$ cat config.mk
export PLATFORM = sky130hd
export DESIGN_NAME = tug_of_war_field_flat
export DESIGN_NICKNAME = d
export VERILOG_FILES = /design/src/rtl/tow_pkg.sv /design/src/rtl/tug_of_war_field_if.sv /design/src/rtl/tow_press_detect.sv /design/src/rtl/tug_of_war_field.sv /design/src/flat_wrapper.sv
export SDC_FILE = /design/constraint.sdc
export NUM_CORES = 1
export LEC_CHECK = 0
export ABC_AREA = 0
export CORE_MARGIN = 10
export CORE_UTILIZATION = 50
export DETAILED_ROUTE_END_ITERATION = 12
export PLACE_DENSITY = 0.77
export SLEW_MARGIN = 20
export SYNTH_ARGS = -nofsm -noshare
export SYNTH_HDL_FRONTEND = slang
export SYNTH_SLANG_ARGS = --single-unit
$ cat constraint.sdc
create_clock -name clk -period 5 [get_ports clk]
set_input_delay 1 -clock clk [delete_from_list [all_inputs] [get_ports clk]]
set_output_delay 1 -clock clk [all_outputs]
set_load 0.005 [all_outputs]
$ cat src/rtl/tow_pkg.sv
// Shared types and helpers for the tug-of-war playfield.
package tow_pkg;

  typedef enum logic [1:0] {
    PLAY  = 2'd0,
    WIN_L = 2'd1,
    WIN_R = 2'd2
  } tow_state_t;

  function automatic int ctr_idx(input int n);
    return (n - 1) / 2;
  endfunction

endpackage

$ cat src/rtl/tug_of_war_field_if.sv
// Player/display bundle of the tug-of-war playfield; master drives buttons, slave is the field.
interface tug_of_war_field_if #(
  parameter int NUM_LIGHTS = 9,
  parameter int SCORE_W    = 3
);

  logic                  l_btn;
  logic                  r_btn;
  logic                  new_round;
  logic [NUM_LIGHTS-1:0] lights;
  logic                  win_l;
  logic                  win_r;
  logic [SCORE_W-1:0]    score_l;
  logic [SCORE_W-1:0]    score_r;

  modport master (
    output l_btn, r_btn, new_round,
    input  lights, win_l, win_r, score_l, score_r
  );

  modport slave (
    input  l_btn, r_btn, new_round,
    output lights, win_l, win_r, score_l, score_r
  );

endinterface

$ cat src/rtl/tow_press_detect.sv
// Rising-edge press detector; history resets high so a button held through reset is not a press.
module tow_press_detect (
  input  logic clk,
  input  logic reset,
  input  logic btn,
  output logic press
);

  logic hist_d;
  logic hist_q;

  // Next history value is simply the current button level.
  always_comb begin
    hist_d = btn;
  end

  // Button history register.
  always_ff @(posedge clk or negedge reset) begin
    if (!reset) begin
      hist_q <= 1'b1;
    end else begin
      hist_q <= hist_d;
    end
  end

  assign press = btn & ~hist_q;

endmodule

$ cat src/rtl/tug_of_war_field.sv
// Tug-of-war playfield: position counter, round FSM and one-hot LED bar.
// Optional win counters are built when TOW_SCORE_EN is defined; otherwise scores read 0.
module tug_of_war_field
  import tow_pkg::*;
#(
  parameter int NUM_LIGHTS = 9,
  parameter int SCORE_W    = 3
) (
  input  logic               clk,
  input  logic               reset,
  tug_of_war_field_if.slave  bus
);

  localparam int                    POS_W      = $clog2(NUM_LIGHTS);
  localparam int                    CTR        = ctr_idx(NUM_LIGHTS);
  localparam logic [POS_W-1:0]      POS_CTR    = POS_W'(CTR);
  localparam logic [POS_W-1:0]      POS_MAX    = POS_W'(NUM_LIGHTS - 1);
  localparam logic [POS_W-1:0]      POS_ONE    = POS_W'(1'b1);
  localparam logic [NUM_LIGHTS-1:0] LIGHT_ONE  = {{(NUM_LIGHTS-1){1'b0}}, 1'b1};
  localparam logic [NUM_LIGHTS-1:0] LIGHTS_CTR = LIGHT_ONE << CTR;

  logic                  l_press_s;
  logic                  r_press_s;
  tow_state_t            state_d;
  tow_state_t            state_q;
  logic [POS_W-1:0]      pos_d;
  logic [POS_W-1:0]      pos_q;
  logic [NUM_LIGHTS-1:0] lights_d;
  logic [NUM_LIGHTS-1:0] lights_q;
  logic                  win_l_d;
  logic                  win_l_q;
  logic                  win_r_d;
  logic                  win_r_q;

  tow_press_detect u_l_press (
    .clk   (clk),
    .reset (reset),
    .btn   (bus.l_btn),
    .press (l_press_s)
  );

  tow_press_detect u_r_press (
    .clk   (clk),
    .reset (reset),
    .btn   (bus.r_btn),
    .press (r_press_s)
  );

  // Round FSM and position update; outputs are decoded from the next state so they are registered.
  always_comb begin
    state_d = state_q;
    pos_d   = pos_q;
    case (state_q)
      PLAY: begin
        if (l_press_s && !r_press_s) begin
          if (pos_q == POS_MAX) begin
            state_d = WIN_L;
          end else begin
            pos_d = pos_q + POS_ONE;
          end
        end else if (r_press_s && !l_press_s) begin
          if (pos_q == '0) begin
            state_d = WIN_R;
          end else begin
            pos_d = pos_q - POS_ONE;
          end
        end else begin
          pos_d = pos_q;
        end
      end
      WIN_L, WIN_R: begin
        if (bus.new_round) begin
          state_d = PLAY;
          pos_d   = POS_CTR;
        end else begin
          state_d = state_q;
        end
      end
      default: begin
        state_d = PLAY;
        pos_d   = POS_CTR;
      end
    endcase

    lights_d = (state_d == PLAY) ? (LIGHT_ONE << pos_d) : '0;
    win_l_d  = (state_d == WIN_L) ? 1'b1 : 1'b0;
    win_r_d  = (state_d == WIN_R) ? 1'b1 : 1'b0;
  end

  // FSM, position and display registers.
  always_ff @(posedge clk or negedge reset) begin
    if (!reset) begin
      state_q  <= PLAY;
      pos_q    <= POS_CTR;
      lights_q <= LIGHTS_CTR;
      win_l_q  <= 1'b0;
      win_r_q  <= 1'b0;
    end else begin
      state_q  <= state_d;
      pos_q    <= pos_d;
      lights_q <= lights_d;
      win_l_q  <= win_l_d;
      win_r_q  <= win_r_d;
    end
  end

  assign bus.lights = lights_q;
  assign bus.win_l  = win_l_q;
  assign bus.win_r  = win_r_q;

`ifdef TOW_SCORE_EN
  localparam logic [SCORE_W-1:0] SCORE_MAX = {SCORE_W{1'b1}};
  localparam logic [SCORE_W-1:0] SCORE_ONE = SCORE_W'(1'b1);

  logic [SCORE_W-1:0] score_l_d;
  logic [SCORE_W-1:0] score_l_q;
  logic [SCORE_W-1:0] score_r_d;
  logic [SCORE_W-1:0] score_r_q;

  // Count a win once, on the PLAY-to-WIN transition, saturating at the maximum.
  always_comb begin
    score_l_d = score_l_q;
    score_r_d = score_r_q;
    if (state_q == PLAY && state_d == WIN_L && score_l_q != SCORE_MAX) begin
      score_l_d = score_l_q + SCORE_ONE;
    end else begin
      score_l_d = score_l_q;
    end
    if (state_q == PLAY && state_d == WIN_R && score_r_q != SCORE_MAX) begin
      score_r_d = score_r_q + SCORE_ONE;
    end else begin
      score_r_d = score_r_q;
    end
  end

  // Win counters; only reset clears them.
  always_ff @(posedge clk or negedge reset) begin
    if (!reset) begin
      score_l_q <= '0;
      score_r_q <= '0;
    end else begin
      score_l_q <= score_l_d;
      score_r_q <= score_r_d;
    end
  end

  assign bus.score_l = score_l_q;
  assign bus.score_r = score_r_q;
`else
  assign bus.score_l = {SCORE_W{1'b0}};
  assign bus.score_r = {SCORE_W{1'b0}};
`endif

endmodule

$ cat src/flat_wrapper.sv
// flat-port wrapper written by rule: the top's interface ports become plain ports
module tug_of_war_field_flat import tow_pkg::*;
#(
  parameter int NUM_LIGHTS = 9,
  parameter int SCORE_W    = 3
)
  (clk, reset, bus_l_btn, bus_r_btn, bus_new_round, bus_lights, bus_win_l, bus_win_r, bus_score_l, bus_score_r);
  tug_of_war_field_if #(.NUM_LIGHTS(NUM_LIGHTS), .SCORE_W(SCORE_W)) bus_i ();
  input  logic clk;
  input  logic reset;
  input wire logic [$bits(bus_i.l_btn)-1:0] bus_l_btn;
  input wire logic [$bits(bus_i.r_btn)-1:0] bus_r_btn;
  input wire logic [$bits(bus_i.new_round)-1:0] bus_new_round;
  output wire logic [$bits(bus_i.lights)-1:0] bus_lights;
  output wire logic [$bits(bus_i.win_l)-1:0] bus_win_l;
  output wire logic [$bits(bus_i.win_r)-1:0] bus_win_r;
  output wire logic [$bits(bus_i.score_l)-1:0] bus_score_l;
  output wire logic [$bits(bus_i.score_r)-1:0] bus_score_r;
  assign bus_i.l_btn = bus_l_btn;
  assign bus_i.r_btn = bus_r_btn;
  assign bus_i.new_round = bus_new_round;
  assign bus_lights = bus_i.lights;
  assign bus_win_l = bus_i.win_l;
  assign bus_win_r = bus_i.win_r;
  assign bus_score_l = bus_i.score_l;
  assign bus_score_r = bus_i.score_r;
  tug_of_war_field #(.NUM_LIGHTS(NUM_LIGHTS), .SCORE_W(SCORE_W)) u_core (.clk(clk), .reset(reset), .bus(bus_i));
endmodule
==> results.yml, run 1 <==
status:
  status: "finished, final reports clean"
route:
  drc: 0
  first_pass_iters: 4
  via_per_inst: 5.70
  vias: 918
  routed_wl_mm: 2.44
  wl_per_cell_microns: 15.1
  ant_nets: 0
  drt-initial-drc-count: 47
cells_and_area:
  syn_to_final_growth_pct: 9.82
  antenna_cells: 0
  drive_above_1_share_pct: 12.0
  fin_nets: 143
  fillers: 206
yosys:
  synth_commonest_cells: "15 x dfrtp_1, 13 x nor2_1, 8 x buf_4"
  synth-edff-count: 0
  synthFlopType: "dfrtp_1"
  synth_cell_type_count: 44
  syn_area_sq_mm: 0.00118
  ys_ff_latch: 19
  synth_cells: 122
  ys_seq_area_share_pct: 40.5
  yosysMostFrequentCell: "dfrtp_1"
  yosysTopAreaCellShare_pct: 31.7
  syn_avg_cell_area_sq_um: 9.71
  synth.area.top_cells: "dfrtp_1 32%, dfstp_2 8.9%, buf_4 5.1%"
  async_flop_share_pct: 100
  ys_warn_count: 0
  yosys.area.top_type: "dfrtp_1"
critical_path:
  path_class: "in -> reg"
  r2r_start: "u_core.pos_q[0]"
  critPathLaunchType: "input port"
  critPathLaunch: "bus_r_btn"
  arrival_ps: 3200
  crit_slowest_cell: "nor2b_1"
  path_cells: "clkdlybuf4s50_1 > nor2b_1 > nand3_1 > a211o_1 > o21a_1 > or3_1 > nor2_1"
  worst-path-buf-inv: 1
  crit_family: "simple AND/OR/NAND/NOR gates"
  critical-path-max-stage-delay_ps: 500
  setup.worst_path.end_class: "flop"
  cp_max_fo: 9
  rrSetupSlack_ps: 2660
  critical_path_required_ps: 5230
global_routing:
  overflow: 0
  grt_pass1_wl_mm: 4.28
  grt_max_degree: 20
  track_usage_pct: 11.6
  antenna_found_initial: 0
  first_global_vias: 937
sta:
  skew_ps: 5.43
  period_minus_slack_ps: 2970
  drv_slew: 0
  tightest_slew_ps: 818
  setup_viol_count_final: 0
  finalWorstSetupSlack_ps: 2030
  rsz0062_at_grt: "false"
  slew_headroom_pct: 45.3
  finalHoldViolations: 0
  post-route-period-util_pct: 59.3
  fin_setup_tns_ps: 0
  fmax_ghz: 0.337
floorplanning:
  chipHeight_microns: 68.7
  die_x_microns: 68.7
  dieArea_sq_mm: 0.00472
  ioPinCount: 22
  placement_rows: 17
  core-area_sq_mm: 0.00223
  initial_core_util_pct: 53.1
min_path:
  hp-start: "u_core.state_q[0]"
  hp-class: "reg -> reg"
clock_tree:
  clk_latency_ps: 300
  cts_buffers: 3
  clk_pin_slew_ps: 110
  cts_tree: "done"
  cts_sinks: 19
  cts_buffer_depth: 2
  clock-root-buffer: "clkbuf_4"
  cts_max_level: 1
  cts_resized: 0
  cts_setup_buffers: 0
  ctsHoldBuffers: 0
pwr:
  power_density_mw_per_mm2: 567
  leakage_uw: 0.000566
  power_uw: 737
  irDropWorstVdd_mv: 0.393
place:
  routabilityCongestion: 0.929
  pre_cts_slack_ps: 1730
  io_buffer_count: 15
  dp_hpwl_mm: 1.91
flow_run:
  maxCapViolations: 0
-- flip-flops by register name, indices dropped and copies added (netlist names) --
| name | count |
|---|---|
| u_core.pos_q | 4 |
| u_core.bus.win_l | 1 |
| u_core.state_q | 2 |
| u_core.bus.lights | 9 |
| u_core.u_l_press.hist_q | 1 |
| u_core.bus.win_r | 1 |
| u_core.u_r_press.hist_q | 1 |
-- final timing paths --
kind                                   endpoint  depth (start not counted)
setup reg to reg           u_core.bus.lights[5]                          8
max in group asynchronous       u_core.pos_q[1]                          1
setup / recovery           u_core.bus.lights[5]                          7
hold reg to reg               u_core.state_q[0]                          2
hold / removal                u_core.state_q[0]                          2
min in group asynchronous  u_core.bus.lights[0]                          1
-- kinds of logic (layout without fill, tap and decap cells) --
logic type                 after synthesis  in the layout  share of synthesized area [%]
adders and majority gates                4              4                           4.22
AOI/OAI and AO/OA                       26             26                           16.3
DFF                                     19             19                           40.5
muxes                                    1              1                          0.950
buffers and inverters                   20             26                           11.9
other                                    1              6                          0.316
and+or+nand+nor                         51             51                           25.8
-- routing by layer --
layer | GRT usage [%] | vias up | share of wire, %
met5 | 0 | - | 0
met4 | 1.51 | 0 | 0
met3 | 4.03 | 0 | 6.2
met2 | 19.7 | 29 | 49
met1 | 14.2 | 449 | 44
li1 | - | 440 | -
-- worst min-delay path: cells and delay by family, from the launching register on --
kind / cells / cell delay (ps)
AO/OA/AOI/OAI: 1 / 90
flip-flops: 1 / 420
AND/OR/NAND/NOR: 1 / 120
-- cell type report --
type | instances | area (sq um) | area share, %
flip-flops and latches | 19 | 480 | 36.9
clock buffers | 3 | 22.5 | 1.73
multi-input cells | 88 | 582 | 44.7
inverters | 7 | 26.3 | 2.02
well taps | 28 | 35.0 | 2.69
clock inverters | 1 | 5.00 | 0.385
repair buffers | 15 | 150 | 11.5
-- layout by cell type (no fill, tap or decap), drive strengths merged, types with 3 or more instances in the layout --
cell type,synthesis,layout
a31oi,6,6
conb,1,6
nand2,7,7
nor3,3,3
clkbuf,0,3
nor2b,4,4
inv,7,7
ha,4,4
o21ai,3,3
clkdlybuf4s50,1,15
dfstp,4,4
dfrtp,15,15
nor2,13,13
nand3,6,6
-- report_power, final --
group / total, uW / switching, uW / internal (uW)
logic: 409 / 220 / 189
registers: 252 / 42.1 / 210
clock network: 75.6 / 45.8 / 29.8
-- metrics by stage --
| stage | utilization [%] | cells | area (sq um) | hold slack, ps |
|---|---|---|---|---|
| CTS | 58.3 | 161 | 1300 | 668 |
| global route | 58.3 | 161 | 1300 | 723 |
| global placement | 57.0 | 157 | 1270 | 614 |
| floorplan | - | 127 | 1200 | 566 |
| detailed placement | 57.0 | 157 | 1270 | 639 |
| finish | 58.3 | 161 | 1300 | 670 |
No activity file was read; power rests on OpenSTA's default activity.
==> run 2, diff against run 1 <==
==> constraint.sdc (replaced) <==
create_clock -name clk -period 2.95 [get_ports clk]
set_input_delay 0.59 -clock clk [delete_from_list [all_inputs] [get_ports clk]]
set_output_delay 0.59 -clock clk [all_outputs]
set_load 0.005 [all_outputs]
==> run 2 against run 1 <==
  * Cell count grew 0.62%
  * Worst setup slack lost 1500 ps
  * Routed wire length grew 0.53%
  * Clock power grew 64%
  * Design area grew 0.58%
  * Flip-flop and latch count is the same
  * Sequential share of layout area shrank 0.21 points
  * Power grew 70%
  * Critical endpoint is now u_core.bus.lights[1]
  * Largest cell class unchanged
==> results.yml, run 2 (same netlist as run 1, synthesis figures left out) <==
place:
  io_buffer_count: 15
  dp_hpwl_mm: 1.89
  pre_cts_slack_ps: 291
  placedInstanceArea_sq_mm: 0.00128
  routabilityCongestion: 0.946
floorplanning:
  core-area_sq_mm: 0.00223
  placement_rows: 17
  initial_core_util_pct: 53.1
  chipHeight_microns: 68.7
  dieArea_sq_mm: 0.00472
  die_x_microns: 68.7
  ioPinCount: 22
pwr:
  p_switching_uw: 524
  sequentialPowerShare_pct: 34.3
  irDropWorstVdd_mv: 0.749
  swShare_pct: 41.8
  combPwrFrac_pct: 55.8
  leakage_uw: 0.000571
  power_frac_clock_pct: 9.9
  intPower_uw: 728
  power_density_mw_per_mm2: 957
min_path:
  hp-start: "u_core.state_q[0]"
  hp-class: "reg -> reg"
status:
  status: "finished, final reports clean"
cells_and_area:
  stdcell_area_sq_mm: 0.00131
  final_cell_mix: "15 x clkdlybuf4s50_1, 15 x dfrtp_1, 13 x nor2_1"
  largest_reg_flops: 9
  fin_nets: 144
  syn_to_final_growth_pct: 10.5
  drive_above_1_share_pct: 12.7
  fillers: 195
  antenna_cells: 0
global_routing:
  grt_max_degree: 20
  overflow: 0
  grt_pass1_wl_mm: 4.20
  track_usage_pct: 11.4
  first_global_vias: 955
  antenna_found_initial: 0
critical_path:
  cp_max_fo: 7
  arrival_ps: 2590
  critPathLaunch: "u_core.pos_q[0]"
  rrSetupSlack_ps: 580
  setup.worst_path.end_class: "flop"
  critical_path_required_ps: 3180
  r2r_start: "u_core.pos_q[0]"
  critPathLaunchType: "flop"
  path_class: "reg -> reg"
clock_tree:
  cts_sinks: 19
  cts_max_level: 1
  clk_pin_slew_ps: 100
  cts_buffers: 3
  cts_setup_buffers: 0
  clk_latency_ps: 290
  cts_buffer_depth: 2
  cts_tree: "done"
  clock-root-buffer: "clkbuf_4"
  ctsHoldBuffers: 0
  cts_resized: 0
sta:
  drv_slew: 0
  post-route-period-util_pct: 80.2
  fin_setup_tns_ps: 0
  setup_viol_count_final: 0
  tightest_slew_ps: 769
  rsz0062_at_grt: "false"
  finalWorstSetupSlack_ps: 583
  period_minus_slack_ps: 2370
  skew_ps: 1.18
  fmax_ghz: 0.422
  finalHoldViolations: 0
  slew_headroom_pct: 48.6
route:
  vias: 966
  routed_wl_mm: 2.45
  drt-initial-drc-count: 39
  wl_per_cell_microns: 15.1
  first_pass_iters: 4
  drc: 0
  ant_nets: 0
  via_per_inst: 5.96
flow_run:
  maxCapViolations: 0
[run 2: final timing paths]
check                                        to  cells past startpoint
max in group asynchronous       u_core.pos_q[0]                      1
min reg2reg                   u_core.state_q[0]                      2
min in group asynchronous     u_core.state_q[1]                      1
min                           u_core.state_q[0]                      2
max                        u_core.bus.lights[1]                      8
max reg2reg                u_core.bus.lights[1]                      8
[run 2: worst max-delay path, cell delays in order, from the launching register on]
cell and delay [ps]:
dfrtp_1 480, inv_1 100, ha_1 270, nor2b_1 210
a211o_1 340, a211o_1 280, o21a_1 140, or3_1 370
nor2_1 110
[run 2: per-layer routing]
| metal | part of all wire, % | up-vias | GRT usage, % |
|---|---|---|---|
| li1 | - | 443 | - |
| met1 | 40 | 480 | 13.4 |
| met2 | 53 | 39 | 18.8 |
| met3 | 6.8 | 4 | 4.35 |
| met4 | 0.49 | 0 | 3.77 |
| met5 | 0 | - | 0 |
[run 2: metrics by stage]
step / util, % / std cells / total power, uW / hold slack [ps]
after CTS: 58.6 / 162 / 1260 / 669
after floorplan: - / 127 / 927 / 294
final: 58.6 / 162 / 1250 / 675
after detailed placement: 57.4 / 158 / 1130 / 644
after global routing: 58.6 / 162 / 1380 / 705
after global placement: 57.4 / 158 / 1110 / 618
[run 2: cell type report]
cell class / instances / area, sq um / area share [%]
Multi-Input combinational cell: 88 / 582 / 44.5
Timing Repair Buffer: 16 / 158 / 12.0
Clock inverter: 1 / 5.00 / 0.382
Tap cell: 28 / 35.0 / 2.68
Sequential cell: 19 / 480 / 36.7
Inverter: 7 / 26.3 / 2.01
Clock buffer: 3 / 22.5 / 1.72
[run 2: power by group through the flow]
| stage | Combinational [uW] | Clock (uW) | Sequential (uW) |
|---|---|---|---|
| 2_1_floorplan | 516 | 0 | 411 |
| 3_3_place_gp | 680 | 0 | 430 |
| 3_5_place_dp | 693 | 0 | 432 |
| 4_1_cts | 702 | 129 | 427 |
| 5_1_grt | 789 | 145 | 441 |
| 6_report | 699 | 124 | 429 |
==> run 3, diff against run 2 <==
==> constraint.sdc (replaced) <==
create_clock -name clk -period 2.3 [get_ports clk]
set_input_delay 0.46 -clock clk [delete_from_list [all_inputs] [get_ports clk]]
set_output_delay 0.46 -clock clk [all_outputs]
set_load 0.005 [all_outputs]
==> run 3 against run 2 <==
  * Cell count increased by 15%
  * Register-to-register slack got worse by 440 ps
  * Die area unchanged
  * Clock-buffer cell count increased by 1
  * Clock skew about the same
  * Worst setup slack got worse by 470 ps
  * Core utilization increased by 8.6 points
  * Largest power group unchanged
  * Worst hold slack got worse by 180 ps
  * Power increased by 42%
  * Design area increased by 15%
  * Critical path type is now in -> reg
  * Flip-flop and latch count unchanged
  * Sequential power increased by 20%
==> results.yml, run 3 (same netlist as run 1, synthesis figures left out) <==
place:
  routabilityCongestion: 0.963
  io_buffer_count: 15
  dp_cells: 182
  placedInstanceArea_sq_mm: 0.00146
  dp_hpwl_mm: 2.26
sta:
  finalHoldViolations: 0
  drv_slew: 0
  rsz0062_at_grt: "false"
  setup_viol_count_final: 0
  fmax_ghz: 0.458
  post-route-period-util_pct: 94.9
  skew_ps: 1.40
  period_minus_slack_ps: 2180
  hold_slack_ps: 495
floorplanning:
  die_x_microns: 68.7
  core-area_sq_mm: 0.00223
  initial_core_util_pct: 53.1
  ioPinCount: 22
  placement_rows: 17
  dieArea_sq_mm: 0.00472
  chipHeight_microns: 68.7
critical_path:
  crit_slowest_cell: "clkdlybuf4s50_1"
  worst-path-buf-inv: 2
  r2r.worst_path.cells: 8
  setup.worst_path.end_class: "flop"
  path_class: "in -> reg"
  path_cells: "clkdlybuf4s50_1 > nor2b_1 > buf_4 > nand2_1 > mux2_2 > o311a_1 > nand3b_1 > nor2_1"
  r2r_start: "u_core.pos_q[0]"
  cp_max_fo: 6
  worstSetupPathDepth: 8
  critPathLaunchType: "input port"
  crit_family: "buffers and inverters"
  arrival_ps: 2410
  critical-path-max-stage-delay_ps: 500
  critical_path_required_ps: 2520
  rrSetupSlack_ps: 140
  r2r_end: "u_core.bus.lights[1]"
cells_and_area:
  fin_cells: 186
  fin_nets: 168
  antenna_cells: 0
  stdcell_area_sq_mm: 0.00150
  largest_reg_flops: 9
  final_cell_mix: "25 x buf_4, 15 x clkdlybuf4s50_1, 15 x dfrtp_1"
  final_common_cell: "buf_4"
  utilization_pct: 67.2
  syn_to_final_growth_pct: 26.6
  drive_above_1_share_pct: 26.6
global_routing:
  overflow: 0
  track_usage_pct: 12.7
  first_global_vias: 1049
  grt_pass1_wl_mm: 4.72
  grt_max_degree: 20
  antenna_found_initial: 0
route:
  wl_per_cell_microns: 15.0
  vias: 1021
  ant_nets: 0
  drc: 0
  first_pass_iters: 4
  via_per_inst: 5.49
  routed_wl_mm: 2.78
  drt-initial-drc-count: 73
clock_tree:
  cts_buffers: 3
  cts_max_level: 1
  clk_latency_ps: 290
  ctsHoldBuffers: 0
  cts_buffer_depth: 2
  cts_tree: "done"
  clock-root-buffer: "clkbuf_4"
  clk_pin_slew_ps: 100
  cts_sinks: 19
pwr:
  leakage_uw: 0.000690
  irDropWorstVdd_mv: 0.734
  power_density_mw_per_mm2: 1180
flow_run:
  maxCapViolations: 0
min_path:
  hp-class: "in -> async"
status:
  status: "finished, final reports clean"
[run 3: area by class of cell]
| cell class | instances | area, sq um |
|---|---|---|
| clock buffer | 4 | 26.3 |
| fill | 180 | 733 |
| inverter | 7 | 26.3 |
| multi-input combinational | 88 | 594 |
| sequential | 19 | 480 |
| tap | 28 | 35.0 |
| timing repair buffer | 40 | 338 |
[run 3: how the worst max path moves through the flow]
stage / from / endpoint / slack [ps]
after floorplan: u_core.state_q[0] / u_core.bus.lights[1] / 150
after global placement: bus_r_btn / u_core.bus.lights[1] / -100
after detailed placement: bus_r_btn / u_core.bus.lights[3] / -190
after CTS: bus_r_btn / u_core.bus.lights[4] / 110
after global routing: u_core.state_q[0] / u_core.bus.lights[2] / 20
final: bus_r_btn / u_core.bus.lights[4] / 120
[run 3: worst register-to-register path, delay by kind of cell, from the launching register on]
family	cells	cell delay (ps)
adder cells (fa/ha/maj)	1	190
buffers and inverters	1	80
flip-flops	1	390
AND/OR/NAND/NOR	6	1430
[run 3: timing repair]
action	CTS	global route
setup buffers	0	0
setup endpoints to repair	0	9
gates resized for setup	0	4
[run 3: per-stage QoR]
stage          setup slack, ps  power [uW]  TNS (ps)
3_3_place_gp              -104        1560      -621
4_1_cts                    114        1760         0
2_1_floorplan              153        1190         0
3_5_place_dp              -194        1600     -1690
5_1_grt                   16.1        1930         0
6_report                   118        1780         0
[run 3: power breakdown]
part | internal (uW) | total (uW) | switching, uW
combinational | 530 | 1100 | 568
clock | 67.4 | 162 | 94.5
sequential | 457 | 516 | 59.3
[run 3: metal layers]
layer | track usage (%) | wire, microns | up-vias
li1 | - | - | 489
met1 | 15.0 | 1190 | 498
met2 | 22.5 | 1440 | 30
met3 | 3.38 | 139 | 4
met4 | 2.76 | 17 | 0
met5 | 0 | 0 | -
